===== src/rtl/lcd_pkg.sv =====
// lcd_pkg
// Shared definitions for the HD44780 bus sink: FSM state encoding, opcode
// bit positions, DDRAM window and wrap addresses, the blank character, and
// small helpers for address stepping and visible-store indexing.
package lcd_pkg;

  typedef enum logic [1:0] {
    ST_INIT8  = 2'd0,  // 8-bit interface: every strobe is a full instruction
    ST_NIB_HI = 2'd1,  // 4-bit interface, waiting for the high nibble
    ST_NIB_LO = 2'd2   // 4-bit interface, waiting for the low nibble
  } lcd_state_t;

  localparam logic [7:0] ASCII_SPACE = 8'h20;
  localparam int         LINE_CHARS  = 16;
  localparam int         STORE_CHARS = 2 * LINE_CHARS;

  // The last address of each 40-character DDRAM line, and the first address
  // of the line that follows it.
  localparam logic [6:0] LINE1_FIRST = 7'h00;
  localparam logic [6:0] LINE1_LAST  = 7'h27;
  localparam logic [6:0] LINE2_FIRST = 7'h40;
  localparam logic [6:0] LINE2_LAST  = 7'h67;

  // Instruction class is selected by the highest set bit of the byte.
  localparam int OP_BIT_DDRAM = 7;
  localparam int OP_BIT_CGRAM = 6;
  localparam int OP_BIT_FUNC  = 5;
  localparam int OP_BIT_SHIFT = 4;
  localparam int OP_BIT_DISP  = 3;
  localparam int OP_BIT_ENTRY = 2;
  localparam int OP_BIT_HOME  = 1;
  localparam int OP_BIT_CLEAR = 0;

  localparam int FUNC_BIT_DL  = 4;
  localparam int DISP_BIT_D   = 2;
  localparam int ENTRY_BIT_ID = 1;

  localparam logic [7:0] OP_CLEAR = 8'h01;
  localparam logic [7:0] OP_HOME  = 8'h02;

  // Clear and home are the slow instructions on the real controller.
  function automatic logic lcd_is_long_op(input logic [7:0] b);
    return (b == OP_CLEAR) || (b == OP_HOME);
  endfunction

  // Only 0x00-0x0F and 0x40-0x4F are on the glass of a 2x16 panel.
  function automatic logic lcd_visible(input logic [6:0] a);
    return (a[5:4] == 2'b00);
  endfunction

  // Visible store slot: line 2 occupies slots 16..31.
  function automatic logic [4:0] lcd_index(input logic [6:0] a);
    return {a[6], a[3:0]};
  endfunction

  // Address counter step with the controller's line wrap. An address parked
  // in the unused gap of either line jumps to the start of the next line on
  // any step, whichever direction is selected.
  function automatic logic [6:0] lcd_next_addr(input logic [6:0] a, input logic inc);
    if (a > LINE1_LAST && a < LINE2_FIRST) return LINE2_FIRST;
    if (a > LINE2_LAST) return LINE1_FIRST;
    if (inc) begin
      if (a == LINE1_LAST) return LINE2_FIRST;
      if (a == LINE2_LAST) return LINE1_FIRST;
      return a + 7'd1;
    end
    if (a == LINE2_FIRST) return LINE1_LAST;
    if (a == LINE1_FIRST) return LINE2_LAST;
    return a - 7'd1;
  endfunction

endpackage


===== src/rtl/lcd_bus_sync.sv =====
// lcd_bus_sync
// Brings the asynchronous LCD pins into the clk domain, measures how long the
// synchronized E stayed high, and reports each falling edge of E as either a
// valid strobe or a short-E event, together with the RS/RW/data captured on
// the last cycle E was still high.
// Ports:
//   clk, rst_n   clock and asynchronous active-low reset
//   lcd_rs/rw/e  raw bus control pins
//   lcd_data     raw data nibble {lcd7,lcd6,lcd5,lcd4}
//   strobe       1-cycle pulse: E fell after at least E_MIN_CYC high cycles
//   short_e      1-cycle pulse: E fell after fewer than E_MIN_CYC high cycles
//   rs, rw       bus control captured with the strobe
//   nibble       data nibble captured with the strobe
module lcd_bus_sync #(
  parameter int E_MIN_CYC = 2
) (
  input  logic       clk,
  input  logic       rst_n,
  input  logic       lcd_rs,
  input  logic       lcd_rw,
  input  logic       lcd_e,
  input  logic [3:0] lcd_data,
  output logic       strobe,
  output logic       short_e,
  output logic       rs,
  output logic       rw,
  output logic [3:0] nibble
);

  localparam int CNT_W = $clog2(E_MIN_CYC + 2);
  localparam logic [CNT_W-1:0] E_MIN = CNT_W'(E_MIN_CYC);

  // Bus word layout: {e, rw, rs, data[3:0]}
  logic [6:0] bus_meta;
  logic [6:0] bus_sync;
  logic [6:0] bus_dly;
  logic [CNT_W-1:0] e_cnt;
  logic e_fall;

  // One extra delay stage keeps the sampled data aligned with the last
  // high cycle of E, so fast data hold after the falling edge is harmless.
  assign e_fall = bus_dly[6] & ~bus_sync[6];

  always_ff @(posedge clk or negedge rst_n) begin
    if (!rst_n) begin
      bus_meta <= '0;
      bus_sync <= '0;
      bus_dly  <= '0;
      e_cnt    <= '0;
      strobe   <= 1'b0;
      short_e  <= 1'b0;
      rs       <= 1'b0;
      rw       <= 1'b0;
      nibble   <= '0;
    end else begin
      bus_meta <= {lcd_e, lcd_rw, lcd_rs, lcd_data};
      bus_sync <= bus_meta;
      bus_dly  <= bus_sync;
      // Saturating high-time counter; only needs to reach E_MIN.
      if (bus_sync[6]) begin
        if (e_cnt < E_MIN) e_cnt <= e_cnt + 1'b1;
      end else begin
        e_cnt <= '0;
      end
      strobe  <= e_fall && (e_cnt >= E_MIN);
      short_e <= e_fall && (e_cnt < E_MIN);
      rw      <= bus_dly[5];
      rs      <= bus_dly[4];
      nibble  <= bus_dly[3:0];
    end
  end

endmodule


===== src/rtl/lcd_hd44780_sink.sv =====
// lcd_hd44780_sink
// Receive-side model of a 4-bit HD44780 write bus. Rebuilds the visible 2x16
// DDRAM window, tracks the address counter and display-on bit, and flags
// protocol violations. Optional busy-time checking is enabled by defining
// LCD_SINK_BUSY_EN; without it timing_err is constant low.
// Ports:
//   clk, rst_n         clock and asynchronous active-low reset
//   lcd_rs/rw/e        bus control pins (asynchronous)
//   lcd4..lcd7         bus data nibble bits 0..3 (asynchronous)
//   line1, line2       DDRAM 0x00-0x0F / 0x40-0x4F, column 0 in [127:120]
//   disp_on            display-control D bit
//   addr               DDRAM address counter
//   upd                1-cycle pulse on a visible write or a clear
//   proto_err          sticky protocol error
//   timing_err         sticky strobe-while-busy error
module lcd_hd44780_sink
  import lcd_pkg::*;
#(
  parameter int E_MIN_CYC   = 2,
  parameter int NIB_TIMEOUT = 50000,
  parameter int CMD_CYC     = 2000,
  parameter int CLEAR_CYC   = 82000
) (
  input  logic         clk,
  input  logic         rst_n,
  input  logic         lcd_rs,
  input  logic         lcd_rw,
  input  logic         lcd_e,
  input  logic         lcd4,
  input  logic         lcd5,
  input  logic         lcd6,
  input  logic         lcd7,
  output logic [127:0] line1,
  output logic [127:0] line2,
  output logic         disp_on,
  output logic [6:0]   addr,
  output logic         upd,
  output logic         proto_err,
  output logic         timing_err
);

  localparam int TO_W = $clog2(NIB_TIMEOUT + 1);
  localparam logic [TO_W-1:0] NIB_LAST = TO_W'(NIB_TIMEOUT - 1);

  logic       strobe;
  logic       short_e;
  logic       s_rs;
  logic       s_rw;
  logic [3:0] s_nib;

  lcd_state_t      state;
  logic [3:0]      hi_nib;
  logic            hi_rs;
  logic [TO_W-1:0] nib_cnt;
  logic            id;
  logic            cgram_sel;
  logic [7:0]      ddram [STORE_CHARS];

  logic       accept;
  logic       exec;
  logic [7:0] cur_byte;

  lcd_bus_sync #(.E_MIN_CYC(E_MIN_CYC)) u_sync (
    .clk      (clk),
    .rst_n    (rst_n),
    .lcd_rs   (lcd_rs),
    .lcd_rw   (lcd_rw),
    .lcd_e    (lcd_e),
    .lcd_data ({lcd7, lcd6, lcd5, lcd4}),
    .strobe   (strobe),
    .short_e  (short_e),
    .rs       (s_rs),
    .rw       (s_rw),
    .nibble   (s_nib)
  );

  for (genvar i = 0; i < LINE_CHARS; i++) begin : g_cols
    assign line1[8*(LINE_CHARS-1-i) +: 8] = ddram[i];
    assign line2[8*(LINE_CHARS-1-i) +: 8] = ddram[LINE_CHARS+i];
  end

  // A byte executes on an accepted instruction strobe in 8-bit mode, or on
  // an accepted low nibble whose RS agrees with the high nibble.
  always_comb begin
    accept   = strobe && !s_rw;
    cur_byte = (state == ST_INIT8) ? {s_nib, 4'h0} : {hi_nib, s_nib};
    exec     = 1'b0;
    case (state)
      ST_INIT8:  exec = accept && !s_rs;
      ST_NIB_LO: exec = accept && (s_rs == hi_rs);
      default:   exec = 1'b0;
    endcase
  end

  // Main FSM, instruction decoder and visible store. State changes from the
  // nibble protocol come first; a function-set instruction executed in the
  // same cycle overrides them.
  always_ff @(posedge clk or negedge rst_n) begin
    if (!rst_n) begin
      state     <= ST_INIT8;
      hi_nib    <= '0;
      hi_rs     <= 1'b0;
      nib_cnt   <= '0;
      addr      <= '0;
      id        <= 1'b1;
      cgram_sel <= 1'b0;
      disp_on   <= 1'b0;
      upd       <= 1'b0;
      proto_err <= 1'b0;
      for (int i = 0; i < STORE_CHARS; i++) ddram[i] <= ASCII_SPACE;
    end else begin
      upd <= 1'b0;
      if (short_e || (strobe && s_rw)) proto_err <= 1'b1;

      case (state)
        ST_INIT8: begin
        end
        ST_NIB_HI: begin
          if (accept) begin
            hi_nib  <= s_nib;
            hi_rs   <= s_rs;
            nib_cnt <= '0;
            state   <= ST_NIB_LO;
          end
        end
        ST_NIB_LO: begin
          if (accept) begin
            if (s_rs != hi_rs) proto_err <= 1'b1;
            state <= ST_NIB_HI;
          end else if (nib_cnt == NIB_LAST) begin
            proto_err <= 1'b1;
            state     <= ST_NIB_HI;
          end else begin
            nib_cnt <= nib_cnt + 1'b1;
          end
        end
        default: state <= ST_INIT8;
      endcase

      if (exec) begin
        if (s_rs) begin
          // CGRAM writes are not modelled; the address counter stays put.
          if (!cgram_sel) begin
            if (lcd_visible(addr)) begin
              ddram[lcd_index(addr)] <= cur_byte;
              upd <= 1'b1;
            end
            addr <= lcd_next_addr(addr, id);
          end
        end else if (cur_byte[OP_BIT_DDRAM]) begin
          addr      <= cur_byte[6:0];
          cgram_sel <= 1'b0;
        end else if (cur_byte[OP_BIT_CGRAM]) begin
          cgram_sel <= 1'b1;
        end else if (cur_byte[OP_BIT_FUNC]) begin
          state <= cur_byte[FUNC_BIT_DL] ? ST_INIT8 : ST_NIB_HI;
        end else if (cur_byte[OP_BIT_SHIFT]) begin
          // Cursor/display shift does not change stored characters.
        end else if (cur_byte[OP_BIT_DISP]) begin
          disp_on <= cur_byte[DISP_BIT_D];
        end else if (cur_byte[OP_BIT_ENTRY]) begin
          id <= cur_byte[ENTRY_BIT_ID];
        end else if (cur_byte[OP_BIT_HOME]) begin
          addr      <= '0;
          cgram_sel <= 1'b0;
        end else if (cur_byte[OP_BIT_CLEAR]) begin
          for (int i = 0; i < STORE_CHARS; i++) ddram[i] <= ASCII_SPACE;
          addr      <= '0;
          id        <= 1'b1;
          cgram_sel <= 1'b0;
          upd       <= 1'b1;
        end
      end
    end
  end

`ifdef LCD_SINK_BUSY_EN
  localparam int BUSY_MAX = (CLEAR_CYC > CMD_CYC) ? CLEAR_CYC : CMD_CYC;
  localparam int BUSY_W   = $clog2(BUSY_MAX + 1);

  logic [BUSY_W-1:0] busy_cnt;
  logic              long_op;

  // Everything in 8-bit mode is treated as a slow init instruction.
  assign long_op = (state == ST_INIT8) || lcd_is_long_op(cur_byte);

  // Busy window after each executed byte; a strobe inside it is flagged but
  // the byte is still processed normally by the FSM.
  always_ff @(posedge clk or negedge rst_n) begin
    if (!rst_n) begin
      busy_cnt   <= '0;
      timing_err <= 1'b0;
    end else begin
      if (strobe && (busy_cnt != '0)) timing_err <= 1'b1;
      if (exec) begin
        busy_cnt <= long_op ? BUSY_W'(CLEAR_CYC) : BUSY_W'(CMD_CYC);
      end else if (busy_cnt != '0) begin
        busy_cnt <= busy_cnt - 1'b1;
      end
    end
  end
`else
  // No busy model in this build; both busy lengths are non-negative, so this
  // is constant low while keeping the parameter set identical across builds.
  assign timing_err = (CMD_CYC < 0) || (CLEAR_CYC < 0);
`endif

endmodule

===== config.mk =====
export PLATFORM = sky130hd
export DESIGN_NAME = lcd_hd44780_sink
export DESIGN_NICKNAME = d
export VERILOG_FILES = /design/src/rtl/lcd_pkg.sv /design/src/rtl/lcd_bus_sync.sv /design/src/rtl/lcd_hd44780_sink.sv
export SDC_FILE = /design/constraint.sdc
export NUM_CORES = 1
export LEC_CHECK = 0
export ABC_AREA = 0
export CORE_MARGIN = 5
export CORE_UTILIZATION = 29
export CTS_BUF_LIST = sky130_fd_sc_hd__clkbuf_8 sky130_fd_sc_hd__clkbuf_16
export DETAILED_ROUTE_END_ITERATION = 16
export GPL_TIMING_DRIVEN = 0
export HOLD_SLACK_MARGIN = 0.02
export PLACE_DENSITY = 0.5
export SYNTH_ARGS = -nofsm -noshare
export SYNTH_HDL_FRONTEND = slang
export SYNTH_SLANG_ARGS = --single-unit

===== constraint.sdc =====
create_clock -name clk -period 2.6 [get_ports clk]
set_input_delay 0.26 -clock clk [delete_from_list [all_inputs] [get_ports clk]]
set_output_delay 0.26 -clock clk [all_outputs]
set_load 0.01 [all_outputs]

# ---- Yosys cells after proc, flatten, opt, wreduce, memory -nomap -nowiden
# Index checks and enable logic that the tools add are counted.
dict set report word_totals {
  register_bits 322
  input_bits 9
  output_inout_bits 267
}
dict set report op_classes {
  add_sub_neg 4
  magnitude_cmp 7
  n_eq_ne 31
  n_mux 136
  bitwise 9
  reduce_logical 26
}
# op count
set ops {}
lappend ops {{$mux W256} 11}
lappend ops {{$bwmux W256} 1}
lappend ops {{$mux W7} 31}
lappend ops {{$mux W1} 74}
lappend ops {{$mux W16} 3}
lappend ops {{$demux W8 S5} 1}
lappend ops {{$pmux W16 S2} 1}
lappend ops {{$ne A3 B1 Y1 const B} 9}
lappend ops {{$mux W2} 10}
lappend ops {{$add A16 B1 Y16 const B} 1}
lappend ops {{$eq A16 B16 Y1 const B} 1}
lappend ops {{$mux W8} 2}
lappend ops {{$ne A2 B1 Y1 const B} 8}
lappend ops {{$eq A7 B7 Y1 const B} 2}
lappend ops {{$reduce_and A7 Y1} 2}
lappend ops {{$ne A2 B2 Y1 const B} 6}
lappend ops {{$reduce_and A11 Y1} 1}
lappend ops {{$reduce_and A9 Y1} 1}
lappend ops {{$logic_and A1 B1 Y1} 8}
lappend ops {{$reduce_and A8 Y1} 1}
lappend ops {{$reduce_bool A4 Y1} 2}
lappend ops {{$add A7 B1 Y7 const B} 1}
lappend ops {{$eq A7 B6 Y1 const B} 1}
lappend ops {{$gt A7 B6 Y1 const B} 1}
lappend ops {{other kinds (24)} 34}

# ---- Longest topological paths before layout
dict set report depth {
  word_depth 35
  depth_mapped 8
  depth_no_buf 7
}

# ---- Modules after synthesis
# Synthesis repeated with hierarchy kept, for this count alone.
dict set report hier_totals {
  cells_unflattened 994
  hier_area_um2 12685.9
}
# module n_inst cells_each area_per_inst_um2 seq_area_each_um2
set by_module_without_submodules {}
lappend by_module_without_submodules {lcd_hd44780_sink 1 953 11850.1 7323.3}
lappend by_module_without_submodules {lcd_bus_sync 1 41 835.8 775.7}

# ---- Worst setup path before layout
# No wires, ideal clock.
dict set report synth_path {
  path_type {register to register}
  startpoint {reg state[1]}
  endpoint {reg ddram (netlist bit line2[15])}
  arrival_ns 2.152
  required_ns 2.479
  slack_ns 0.327
  stages_incl_launch_ff 8
  n_path_buf 2
  path_cell_list {dfrtp_1 > buf_2 > nor2_4 > mux2_2 > o31ai_4 > buf_6 > nand3_2 > a22o_1}
}
dict set report synth_via {
  elab_chain_cells 6
  elab_cells_between_ends 17
  cone_classes {8 x eq/ne; 6 x mux; 3 x reduce/logical}
}
# element line
set synth_lines {}
lappend synth_lines {{from (decl)} lcd_hd44780_sink.sv:51} ;# lcd_state_t state;
lappend synth_lines {{from (signal assigned)} lcd_hd44780_sink.sv:156} ;# state <= cur_byte[FUNC_BIT_DL] ? ST_INIT8 : ST_NIB_HI;
lappend synth_lines {{$logic_not A2 Y1} {lcd_hd44780_sink.sv:86, lcd_hd44780_sink.sv:88}}
lappend synth_lines {{$mux W8} lcd_hd44780_sink.sv:86} ;# cur_byte = (state == ST_INIT8) ? {s_nib, 4'h0} : {hi_nib, s_nib};
lappend synth_lines {{$bwmux W256} lcd_hd44780_sink.sv:145} ;# ddram[lcd_index(addr)] <= cur_byte;
lappend synth_lines {{$mux W256} lcd_hd44780_sink.sv:144} ;# if (lcd_visible(addr)) begin
lappend synth_lines {{$mux W256} lcd_hd44780_sink.sv:143} ;# if (!cgram_sel) begin
lappend synth_lines {{$mux W256} lcd_hd44780_sink.sv:141} ;# if (s_rs) begin
lappend synth_lines {{to (signal, indexed assignment)} lcd_hd44780_sink.sv:145}
lappend synth_lines {{to (decl)} lcd_hd44780_sink.sv:57} ;# logic [7:0] ddram [STORE_CHARS];
# Parallel ways exist; a longest one is shown, timed or not. The select of a mux whose other input is x is not followed.
# A chain may end at the register's enable or synchronous reset.

# ---- Worst setup path after layout
dict set report layout_path {
  startpoint {reg addr[1]}
  endpoint {reg ddram (netlist bit line2[36])}
}
dict set report layout_via {
  elab_chain_cells 9
  elab_cells_between_ends 10
  cone_classes {2 x order compare; 6 x mux; 1 x bitwise; 1 x reduce/logical}
}
# element line
set layout_lines {}
lappend layout_lines {{from (decl)} lcd_hd44780_sink.sv:36} ;# output logic [6:0] addr,
lappend layout_lines {{from (signal assigned)} lcd_hd44780_sink.sv:148} ;# addr <= lcd_next_addr(addr, id);
lappend layout_lines {{from (signal assigned)} lcd_hd44780_sink.sv:151} ;# addr <= cur_byte[6:0];
lappend layout_lines {{$not A5 Y6 (not written as such) (*)} lcd_hd44780_sink.sv:145}
lappend layout_lines {{$ge A6 B6 Y1 (not written as such) or $lt A6 B1 Y1 (tied branches)} lcd_hd44780_sink.sv:145}
lappend layout_lines {{$logic_and A1 B1 Y1 (not written as such)} lcd_hd44780_sink.sv:145}
lappend layout_lines {{$mux W8 (not written as such)} lcd_hd44780_sink.sv:145}
lappend layout_lines {{$demux W8 S5 (*)} lcd_hd44780_sink.sv:145}
lappend layout_lines {{$bwmux W256 (*)} lcd_hd44780_sink.sv:145}
lappend layout_lines {{$mux W256 (*)} lcd_hd44780_sink.sv:144}
lappend layout_lines {{$mux W256 (*)} lcd_hd44780_sink.sv:143}
lappend layout_lines {{$mux W256 (*)} lcd_hd44780_sink.sv:141}
# Every way passes the cells marked *; elsewhere a longest branch is shown, timed or not. The select of a mux whose other input is x is not followed.

==> results.md <==
* I/O pins at 276
* Synth Flop Type: dfrtp_1
* Drt total wl at 46200 um
* Net Sw Power at 4030 uW
* Multiplexer share of the synthesized area at 0.0110
* VDD IR max at 0.000395 V
* Detail Placement HPWL at 32600 um
* Number of H-tree levels at 2
* Dpl cells at 1929
* Worst endpoint required time at 3.03 ns
* Vias/cell at 5.16
* Compound-Gate Fraction of Synth Area at 0.226
* Post-layout nets at 1388
* Die area at 49900 um2
* Total CTS buffers at 38
* Synth Area per Inst at 12.6 um2
* Hold Slack at 0.156 ns
* Worst-Margin Slew at 1.22 ns
* Global-route wire length before repair at 70000 um
* Share of cells above drive strength 1 at 0.144
* Routed Antenna Nets at 0
* Port bufs at 274
* Die W at 223 um
* GRT Total Usage at 0.180
* Syn Nets at 1067
* Mapped Area at 13200 um2
* Switching share of power at 0.306
* DRC viols at 0
* Yosys warning count at 0
* Power share of the clock group at 0.408
* Initial antenna violation count at 0
* Starting DRT DRC Count at 693
* Element type at the critical path end: flip-flop
* Logic pwr share at 0.185
* Final hold viol count at 0
* Core area at 45200 um2
* Adder-Cell Fraction of Synth Area at 0.00568
* Fmax at 390 MHz
* Startpoint Class: flip-flop
* Vias post-DR at 10300
* Layout Cells excl Fill at 2001
* Chip Height at 223 um
* Root Buffer: clkbuf_16
* Netlist cell types at 62
* Post-synth EDFFs at 0
* Antenna fix cells at 0
* Area after DPL at 16800 um2
* Leading area contributor after synthesis: dfrtp_1
* HP Class: input port to flip-flop
* Syn Inst Count at 1052
* Max incr delay on CP at 0.53 ns
* Critical Path AT at 2.99 ns
* Clk_skew at 0.0202 ns
* Run status: finished clean
* Ys async rst share at 1.00
* Final period util at 0.985
* Synth top area cells: dfrtp_1 (55%), a22o_1 (7.6%), dfstp_2 (6.6%)
* Master of the slowest instance on the critical path: dfrtp_1
* Power Internal at 9120 uW
* Area Overhead vs Synth at 38.0%
* Num Clock Sinks at 322
* Power density over cell area at 721 nW/um2
* Row count at 78
* Grt ovf at 0
* Slew Viols, Final at 0
* Max Cap Viol at 0
* CTS tree: done
* Post-Synth XOR/XNOR Area at 0.00862
* RePlAce Congestion at 0.847
* Insertion delay to the later sink of the worst-skew pair at 0.55 ns
* Simple-Gate Fraction of Synth Area at 0.100
* Largest family of logic cells by synthesized area: compound AO/OA/AOI/OAI gates
* Final core utilization at 0.403
* FF+latch count, synth at 322
* Setup CP Type: flip-flop to flip-flop
* Final Critical Period at 2.56 ns
* CP Max Fanout at 10
* Design Area, Final at 18200 um2
* Mean routed wirelength per cell at 23.1 um
* CP cell instances: ha_1 > clkbuf_1 > nand3_1 > nor2_1 > o211ai_4 > a22o_1
* Top-area cell type share of the netlist area at 0.548
* Initial Util at 0.292
* Final Setup Violations at 0
* Register share of total power at 0.406
* RSZ-0062 raised after global routing: yes
* Vias in the first global route at 10600
* Clock Tree Buf Depth at 3
* Lkg Pwr at 0.00772 uW
* Clock transition at path regs at 0.06 ns
* TritonRoute pass-1 iters at 4
* Post-synthesis sequential area ratio at 0.613
* Largest net degree at the start of global routing at 118
* Max_slew headroom at 0.179
logic make-up (layout without fill, tap and decap cells):
family / Yosys count / count (layout)
AOI/OAI and AO/OA: 349 / 349
DFF: 322 / 322
and+or+nand+nor: 238 / 238
buffers and inverters: 109 / 458
muxes: 14 / 14
xor gates and xnor gates: 13 / 13
adders and majority gates: 6 / 6
other: 1 / 1
power groups by stage:
stage / Clock [uW] / Sequential, uW / Combinational (uW)
after global placement: 0 / 5430 / 2240
after global routing: 5720 / 5370 / 2640
final: 5370 / 5350 / 2440
after CTS: 5530 / 5340 / 2350
after detailed placement: 0 / 5430 / 2280
after floorplan: 0 / 5410 / 1360
worst max-delay path: cells and delay by family (launching register included):
kind,cells,cell delay [ns]
adder cells (fa/ha/maj),1,0.31
AND/OR/NAND/NOR,2,0.69
flip-flops,1,0.53
buffers and inverters,1,0.44
AO/OA/AOI/OAI,2,0.46
cell type report:
cell class / instances / area [um2]
plain buffers: 64 / 313
clock buffers: 42 / 1020
clock inverters: 26 / 231
fillers: 4336 / 27000
inverters: 39 / 146
multi-input cells: 621 / 4760
flip-flops and latches: 322 / 8100
well taps: 600 / 751
repair buffers: 287 / 2910
metrics by stage:
| stage | power (uW) | setup slack [ns] | TNS (ns) |
|---|---|---|---|
| 2_1_floorplan | 6770 | 0.327 | 0 |
| 3_3_place_gp | 7670 | -13.03 | -4106.94 |
| 3_5_place_dp | 7710 | -0.766 | -77.56 |
| 4_1_cts | 13200 | -0.0553 | -0.468 |
| 5_1_grt | 13700 | -0.183 | -2.13 |
| 6_report | 13200 | 0.0388 | 0 |
timing repair:
action | in CTS | in global routing
hold buffers | 1 | 0
resized for setup | 21 | 36
setup buffers | 6 | 3
setup endpoints to repair | 254 | 201
pin swaps | 5 | 1
endpoints found under the hold margin | 96 | 0
layout by cell type, fill, tap and decap left out, types with 10 or more instances in the layout:
master	n
a21o_1	19
a21oi_1	14
a22o_1	114
a22oi_1	12
a32o_1	32
a32oi_1	16
buf_2	14
buf_4	13
clkbuf_1	23
clkbuf_16	39
clkbuf_2	14
clkdlybuf4s50_1	273
clkinv_2	10
dfrtp_1	289
dfstp_2	33
inv_1	45
mux2i_1	10
nand2_1	42
nand2b_1	10
nand3_1	30
nand3_2	10
nand3_4	11
nor2_1	63
o21ai_0	13
o2bb2ai_1	79
state kept, by name, indices dropped and copies added (netlist names):
register	flops
line1	128
u_sync.bus_sync	7
cgram_sel	1
u_sync.e_cnt	2
u_sync.nibble	4
u_sync.bus_meta	7
proto_err	1
disp_on	1
u_sync.strobe	1
nib_cnt	16
id	1
upd	1
u_sync.rw	1
state	2
hi_nib	4
u_sync.rs	1
u_sync.short_e	1
u_sync.bus_dly	7
hi_rs	1
addr	7
line2	128
final timing paths:
kind	from	endpoint	slack [ns]	cells after the start
max reg2reg	addr[1]	line2[36]	0.04	6
min	lcd_rw	u_sync.bus_meta[5]	0.16	1
max in group asynchronous	rst_n	line1[109]	1.22	4
min in group asynchronous	rst_n	line1[33]	0.19	2
max	addr[1]	line2[36]	0.04	6
min reg2reg	u_sync.bus_sync[4]	u_sync.bus_dly[4]	0.34	0
synthesized netlist by cell type (5+ instances only):
cell type / number
o31ai_1: 5
nand2b_1: 10
o21ai_0: 13
xnor2_1: 6
and2_1: 8
mux2i_1: 10
buf_1: 5
o211ai_1: 9
a211oi_1: 5
nor2_1: 74
nand3_1: 31
a21o_1: 19
clkbuf_1: 42
a32o_1: 32
buf_2: 17
a21oi_1: 14
a31oi_1: 7
a32oi_1: 16
nand3_4: 10
o2bb2ai_1: 79
o211ai_4: 5
nor2b_1: 8
a22oi_1: 12
o21bai_1: 7
nor3_1: 9
ha_1: 6
and3_1: 8
inv_1: 37
nand2_1: 43
a22o_1: 114
dfrtp_1: 289
dfstp_2: 33
xor2_1: 7
nand3_2: 10
nand4_1: 9
layer usage:
| metal | vias up | wire [um] | global-route usage |
|---|---|---|---|
| li1 | 4644 | - | - |
| met1 | 5299 | 21300 | 0.253 |
| met2 | 325 | 20900 | 0.277 |
| met3 | 58 | 3080 | 0.0478 |
| met4 | 0 | 965 | 0.0496 |
| met5 | - | 0 | 0 |
Note: power is estimated with default switching activity, not from simulation.
